File: config.mk
export PLATFORM = sky130hd
export DESIGN_NAME = ex_div_unit
export DESIGN_NICKNAME = d
export VERILOG_FILES = /design/src/rtl/div_pkg.sv /design/src/rtl/ex_div_unit.sv
export SDC_FILE = /design/constraint.sdc
export NUM_CORES = 1
export LEC_CHECK = 0
export ABC_AREA = 0
export CELL_PAD_IN_SITES_DETAIL_PLACEMENT = 2
export CELL_PAD_IN_SITES_GLOBAL_PLACEMENT = 2
export CORE_AREA = 2 2 167 210
export CTS_CLUSTER_SIZE = 28
export DETAILED_ROUTE_END_ITERATION = 10
export DIE_AREA = 0 0 169 212
export PLACE_DENSITY = 0.87
export RECOVER_POWER = 100
export SETUP_SLACK_MARGIN = 0.15
export SYNTH_ARGS = -nofsm -noshare
export SYNTH_HDL_FRONTEND = slang
export SYNTH_SLANG_ARGS = --single-unit
File: constraint.sdc
create_clock -name sys_clk -period 5.9 [get_ports sys_clk]
set_input_delay 1.475 -clock sys_clk [delete_from_list [all_inputs] [get_ports sys_clk]]
set_output_delay 1.475 -clock sys_clk [all_outputs]
set_load 0.02 [all_outputs]
File: src/rtl/div_pkg.sv
// -----------------------------------------------------------------------------
// div_pkg
// Shared definitions for the execute-stage integer divider:
//   - DIV_XLEN / DIV_ITER : default operand width and iterations per divide
//   - div_op_e            : RISC-V divide opcode encoding (DIV, DIVU, REM, REMU)
//   - div_state_e         : divider FSM state encoding
//   - div_neg / div_abs   : two's-complement negate and magnitude helpers
// -----------------------------------------------------------------------------
package div_pkg;

  localparam int DIV_XLEN = 32;
  localparam int DIV_ITER = DIV_XLEN;

  typedef enum logic [1:0] {
    OP_DIV  = 2'b00,
    OP_DIVU = 2'b01,
    OP_REM  = 2'b10,
    OP_REMU = 2'b11
  } div_op_e;

  typedef enum logic [1:0] {
    ST_IDLE = 2'b00,
    ST_CALC = 2'b01,
    ST_DONE = 2'b10
  } div_state_e;

  // Bit 0 clear means a signed operation; bit 1 set selects the remainder.
  function automatic logic op_is_signed(input div_op_e op);
    return ~op[0];
  endfunction

  function automatic logic op_is_rem(input div_op_e op);
    return op[1];
  endfunction

  function automatic logic [DIV_XLEN-1:0] div_neg(input logic [DIV_XLEN-1:0] v);
    return ~v + DIV_XLEN'(1);
  endfunction

  function automatic logic [DIV_XLEN-1:0] div_abs(input logic [DIV_XLEN-1:0] v,
                                                  input logic               is_signed);
    return (is_signed && v[DIV_XLEN-1]) ? div_neg(v) : v;
  endfunction

endpackage

File: src/rtl/ex_div_unit.sv
// -----------------------------------------------------------------------------
// ex_div_unit
// Iterative restoring radix-2 divider for the execute stage. One quotient bit
// is produced per clock. The front of the pipeline is stalled from the issue
// cycle until the result is ready; the result is presented with a one-cycle
// done strobe while the pipeline advances.
//
// Ports:
//   sys_clk     in   pipeline clock
//   sys_start   in   asynchronous active-low reset
//   start_i     in   divide request (isdiv from ID/EX)
//   flush_i     in   kill the current or requested divide
//   op_i        in   00 DIV, 01 DIVU, 10 REM, 11 REMU
//   dividend_i  in   rs1 operand
//   divisor_i   in   rs2 operand
//   rd_addr_i   in   destination register
//   stall_o     out  hold PC, IF/ID and ID/EX
//   done_o      out  result valid for exactly one cycle
//   result_o    out  quotient or remainder (held until the next completion)
//   rd_addr_o   out  destination tagged to the result
// -----------------------------------------------------------------------------
module ex_div_unit
  import div_pkg::*;
#(
  parameter int XLEN = DIV_XLEN,
  parameter int ITER = DIV_ITER
) (
  input  logic            sys_clk,
  input  logic            sys_start,
  input  logic            start_i,
  input  logic            flush_i,
  input  logic [1:0]      op_i,
  input  logic [XLEN-1:0] dividend_i,
  input  logic [XLEN-1:0] divisor_i,
  input  logic [4:0]      rd_addr_i,
  output logic            stall_o,
  output logic            done_o,
  output logic [XLEN-1:0] result_o,
  output logic [4:0]      rd_addr_o
);

  localparam int CW = $clog2(ITER + 1);
  localparam logic [XLEN-1:0] INT_MIN = {1'b1, {(XLEN-1){1'b0}}};

  div_state_e      r_state;
  div_state_e      w_next_state;

  div_op_e         r_op;
  logic [4:0]      r_rd;
  logic            r_qneg;
  logic            r_rneg;
  logic [CW-1:0]   r_cnt;
  logic [XLEN-1:0] r_rem;
  logic [XLEN-1:0] r_quo;
  logic [XLEN-1:0] r_divisor;

  div_op_e         w_op_in;
  logic            w_in_signed;
  logic            w_accept;
  logic            w_div_zero;
  logic            w_overflow;
  logic            w_special;
  logic            w_last;
  logic            w_enter_done;

  logic [XLEN:0]   w_shift_rem;
  logic [XLEN:0]   w_trial;
  logic [XLEN-1:0] w_next_rem;
  logic [XLEN-1:0] w_next_quo;
  logic [XLEN-1:0] w_mag;
  logic [XLEN-1:0] w_res_normal;
  logic [XLEN-1:0] w_res_special;
  logic [XLEN-1:0] w_result;

  // ---------------------------------------------------------------------------
  // Request decode
  // ---------------------------------------------------------------------------
  assign w_op_in     = div_op_e'(op_i);
  assign w_in_signed = op_is_signed(w_op_in);
  assign w_accept    = (r_state == ST_IDLE) && start_i && !flush_i;
  assign w_div_zero  = (divisor_i == '0);
  assign w_overflow  = w_in_signed && (dividend_i == INT_MIN) && (divisor_i == '1);
  assign w_special   = w_div_zero || w_overflow;
  assign w_last      = (r_cnt == CW'(ITER - 1));

  // The stall is combinational so the divide is held in EX from its issue
  // cycle; it is forced low while reset is asserted so a reset pipeline sees
  // an idle divider immediately.
  assign stall_o = sys_start &&
                   (((r_state == ST_IDLE) && start_i && !flush_i) || (r_state == ST_CALC));

  // ---------------------------------------------------------------------------
  // FSM
  // ---------------------------------------------------------------------------
  always_ff @(posedge sys_clk or negedge sys_start) begin
    if (!sys_start) begin
      r_state <= ST_IDLE;
    end else begin
      // NOTE: clocked state uses non-blocking assignments so every register
      // samples pre-edge values regardless of statement order.
      r_state <= w_next_state;
    end
  end

  always_comb begin
    // NOTE: every combinational output gets a default first so no path can
    // leave it unassigned and infer a latch.
    w_next_state = r_state;
    unique case (r_state)
      ST_IDLE: begin
        if (w_accept) w_next_state = w_special ? ST_DONE : ST_CALC;
      end
      ST_CALC: begin
        if (flush_i)     w_next_state = ST_IDLE;
        else if (w_last) w_next_state = ST_DONE;
      end
      ST_DONE: w_next_state = ST_IDLE;
      default: w_next_state = ST_IDLE;
    endcase
  end

  // Completion is entered either straight from IDLE (special cases) or on the
  // final CALC step; a flush overrides both because it forces IDLE.
  assign w_enter_done = (w_next_state == ST_DONE) && (r_state != ST_DONE);

  // ---------------------------------------------------------------------------
  // Restoring step: shift {rem, quo} left, trial-subtract at XLEN+1 bits and
  // keep the difference when it does not borrow.
  // ---------------------------------------------------------------------------
  always_comb begin
    w_shift_rem = {r_rem, r_quo[XLEN-1]};
    w_trial     = w_shift_rem - {1'b0, r_divisor};
    w_next_rem  = w_shift_rem[XLEN-1:0];
    w_next_quo  = {r_quo[XLEN-2:0], 1'b0};
    if (!w_trial[XLEN]) begin
      w_next_rem    = w_trial[XLEN-1:0];
      w_next_quo[0] = 1'b1;
    end
  end

  // Result selection. The normal path uses the values produced by the last
  // step so the result lands on the same edge that enters DONE.
  always_comb begin
    w_mag        = op_is_rem(r_op) ? w_next_rem : w_next_quo;
    w_res_normal = w_mag;
    if (op_is_rem(r_op) ? r_rneg : r_qneg) w_res_normal = div_neg(w_mag);

    w_res_special = '0;
    if (w_div_zero) begin
      w_res_special = op_is_rem(w_op_in) ? dividend_i : '1;
    end else if (w_overflow) begin
      w_res_special = op_is_rem(w_op_in) ? '0 : INT_MIN;
    end

    w_result = (r_state == ST_IDLE) ? w_res_special : w_res_normal;
  end

  // ---------------------------------------------------------------------------
  // Datapath and output registers
  // ---------------------------------------------------------------------------
  always_ff @(posedge sys_clk or negedge sys_start) begin
    if (!sys_start) begin
      r_op      <= OP_DIV;
      r_rd      <= '0;
      r_qneg    <= 1'b0;
      r_rneg    <= 1'b0;
      r_cnt     <= '0;
      r_rem     <= '0;
      r_quo     <= '0;
      r_divisor <= '0;
      result_o  <= '0;
      rd_addr_o <= '0;
      done_o    <= 1'b0;
    end else begin
      if (w_accept) begin
        r_op      <= w_op_in;
        r_rd      <= rd_addr_i;
        r_qneg    <= w_in_signed && (dividend_i[XLEN-1] ^ divisor_i[XLEN-1]);
        r_rneg    <= w_in_signed && dividend_i[XLEN-1];
        r_cnt     <= '0;
        r_rem     <= '0;
        r_quo     <= div_abs(dividend_i, w_in_signed);
        r_divisor <= div_abs(divisor_i, w_in_signed);
      end else if ((r_state == ST_CALC) && !flush_i) begin
        r_rem <= w_next_rem;
        r_quo <= w_next_quo;
        r_cnt <= r_cnt + CW'(1);
      end

      if (w_enter_done) begin
        result_o  <= w_result;
        rd_addr_o <= (r_state == ST_IDLE) ? rd_addr_i : r_rd;
      end

      done_o <= w_enter_done;
    end
  end

endmodule
==> metrics.txt <==
FF+latch area=3750 sq um; CP arrival=5810 ps; DR vias/cell=6.03; row count=76; clk buf depth=2; Critical Path Source Type=flip-flop; Vias=11.9k; fin util=0.401; worst slew pin tran=2960 ps; first-pass GRT wire length=76.0 mm; H-tree levels=4; Synth Register Bits=150; post-layout min period=5490 ps; Layout Nets=1,653; Final Wtd Congestion=0.913; Post-Syn Instances=1,471; initial antenna violation count=1; maximum VDD drop=0.000261 V; First-pass DRT Iterations=5; worst path required time=6210 ps; Worst setup EP type=flip-flop; leakage power=0.00549 uW; R2R setup slack=410 ps; final wirelength=48.2 mm; setup total negative slack=0 ps; clk_skew=13.9 ps; Total GRT Usage=0.274; Post CTS Setup Buffer Count=0; Post-Syn Area=11,700 sq um; Primary FF master, synth=dfrtp_1; crit path max fanout=9; Syn Area/Cell=7.95 sq um; clock net sink count=150; Rel. slew slack=-0.974; final hold violations=0; P per Cell Area=526 nW/um^2; Die Y-Extent=212 um; worst r2r dst=result_o[30]; crit share post-route=0.931; RSZ-0062 raised after global routing=no; layout cell share with drive strength beyond 1=0.0689; Clock transition at path regs=70 ps; CTS tree=done; Hold Path Depth=2; number of global-route vias before repair=13.0k; pin count of the biggest net entering global routing=103; failing checks=max-capacitance violations, max-slew violations; DRC viols=0; filler instances=3,873; Ports=114; die area=35,800 sq um; Net Count, Synth=1,584; core area=34,000 sq um; hold endpoint=r_rd[0]; aggregate global routing overflow=0; Worst Hold Launch=r_rd[0]; routed wire length per instance=24.3 um; PortBufs=113; worst skew pair latency=450 ps; Iter 0 DRT Violations=566; cells on worst reg2reg path=21; area of the multi-input gates=7300 sq um; post-route ant nets=0; HP Class=reg2reg; CTS root buf=clkbuf_16; initial core utilization=0.343; outcome=finished with violations; Async S/R FF share, synth=1.00; EDFF count, synth=0; Final setup violation count=0; number of max-cap violations=5; worst r2r src=r_quo[31]; crit path kind=reg2reg; CTS Buf Count=17; max-slew violation count=273; # hold bufs at CTS=0; Syn-to-layout area delta=16.8%; Fmax achieved=182 MHz; Synth Warn #=0; Post-DP HPWL=35.9 mm; die span in x=169 um; ant diodes=0; post-synth cell types=91; Seq/Total Area, Yosys=0.321
layout make-up:
cell class / count / area share
Multi-Input combinational cell: 1174 / 0.535
Clock inverter: 8 / 0.00376
Tap cell: 429 / 0.0393
Sequential cell: 150 / 0.275
Inverter: 61 / 0.0168
Clock buffer: 24 / 0.0353
Timing Repair Buffer: 136 / 0.0951
flip-flops by register name, indices dropped and copies added (netlist names), 2 cells and up:
signal	count
r_cnt	6
r_divisor	32
r_quo	32
r_rd	5
r_rem	32
r_state	2
rd_addr_o	5
result_o	32
power by group:
part	internal (uW)	switching, uW
combinational	1540	3010
sequential	1270	306
clock	569	483
layout by cell type, fill, tap and decap left out, types with 10 or more instances in the layout:
master and instances:
a211oi_1 10, a21o_1 12, a21oi_1 116, a22oi_1 33, a31oi_1 27, and3_1 10
buf_4 16, clkbuf_16 17, clkdlybuf4s50_1 70, dfrtp_1 149, dlygate4sd3_1 42, ha_1 37
inv_1 59, mux2i_1 23, nand2_1 193, nand2b_1 12, nand3_1 19, nand4_1 21
nor2_1 117, nor3_1 35, nor4_1 13, o211ai_1 11, o21a_1 11, o21ai_0 185
o21ai_1 14, o31ai_1 13, or3_1 14, xnor2_1 64, xor2_1 48
metrics by stage:
stage / instances / hold WS [ps] / setup WS [ps] / cell area [sq um] / total power (uW)
final: 1982 / 479 / 405 / 13600 / 7180
after detailed placement: 1950 / 466 / 440 / 13200 / 6030
after global placement: 1950 / 461 / 722 / 13200 / 5850
after CTS: 1982 / 483 / 300 / 13700 / 7150
after global routing: 1982 / 506 / 97.9 / 13600 / 7670
after floorplan: 1471 / 446 / 1160 / 11700 / 4640
worst max-delay path, stage by stage (launching register included):
cell      delay, ps
dfrtp_1         410
inv_1           100
ha_1            210
inv_1            70
fa_1            430
a211oi_1        300
o211ai_1        140
a221o_2         450
and3_1          310
buf_4           230
o21ai_2         170
nand2_2          80
mux2i_1         230
nor2_1           80
a21oi_1         230
ha_1            250
nor4b_2         330
o211ai_2        240
nor4_2          550
a31oi_1         210
xnor2_1         220
o21ai_1         110
routing by layer:
layer | part of all wire | wire length (um) | up-vias | track usage
met1 | 0.43 | 20900 | 6120 | 0.346
met5 | 0 | 0 | - | 0
met2 | 0.50 | 24200 | 326 | 0.485
met3 | 0.036 | 1760 | 77 | 0.0333
li1 | - | - | 5419 | -
met4 | 0.027 | 1290 | 0 | 0.0922
repair_timing:
| action | in CTS | in global routing |
|---|---|---|
| hold endpoints to repair | 0 | 0 |
| endpoints found under the setup margin | 0 | 6 |
| resized for setup | 0 | 1 |
how the worst max path moves through the flow:
stage,cells past startpoint,end,startpoint,slack (ps)
after floorplan,21,result_o[20],r_quo[31],1160
after global routing,17,result_o[25],r_quo[31],100
after global placement,13,result_o[27],divisor_i[8],720
after CTS,21,result_o[30],r_quo[31],300
final,21,result_o[30],r_quo[31],410
after detailed placement,21,result_o[24],r_quo[31],440
synth_stat cells, types with 19 or more instances:
library cell / n / area [sq um]
xnor2_1: 64 / 561
inv_1: 59 / 221
a31oi_1: 27 / 169
a21oi_1: 116 / 581
ha_1: 37 / 463
nand4_1: 21 / 131
a22oi_1: 33 / 248
nor3_1: 33 / 165
dfrtp_1: 150 / 3750
nand2_1: 193 / 724
buf_2: 20 / 100
clkbuf_1: 52 / 195
o21ai_0: 182 / 911
mux2i_1: 23 / 230
xor2_1: 48 / 420
nor2_1: 119 / 447
nand3_1: 19 / 95.1
kinds of logic after synthesis:
logic type               after synthesis  share of synthesized area
buffers and inverters                147                     0.0538
flip-flops                           150                      0.321
adder cells (fa/ha/maj)               38                     0.0413
AO/OA/AOI/OAI                        516                      0.281
AND/OR/NAND/NOR                      484                      0.198
XOR/XNOR                             112                     0.0839
multiplexers                          24                     0.0207
Note: power is estimated with default switching activity, not from simulation.
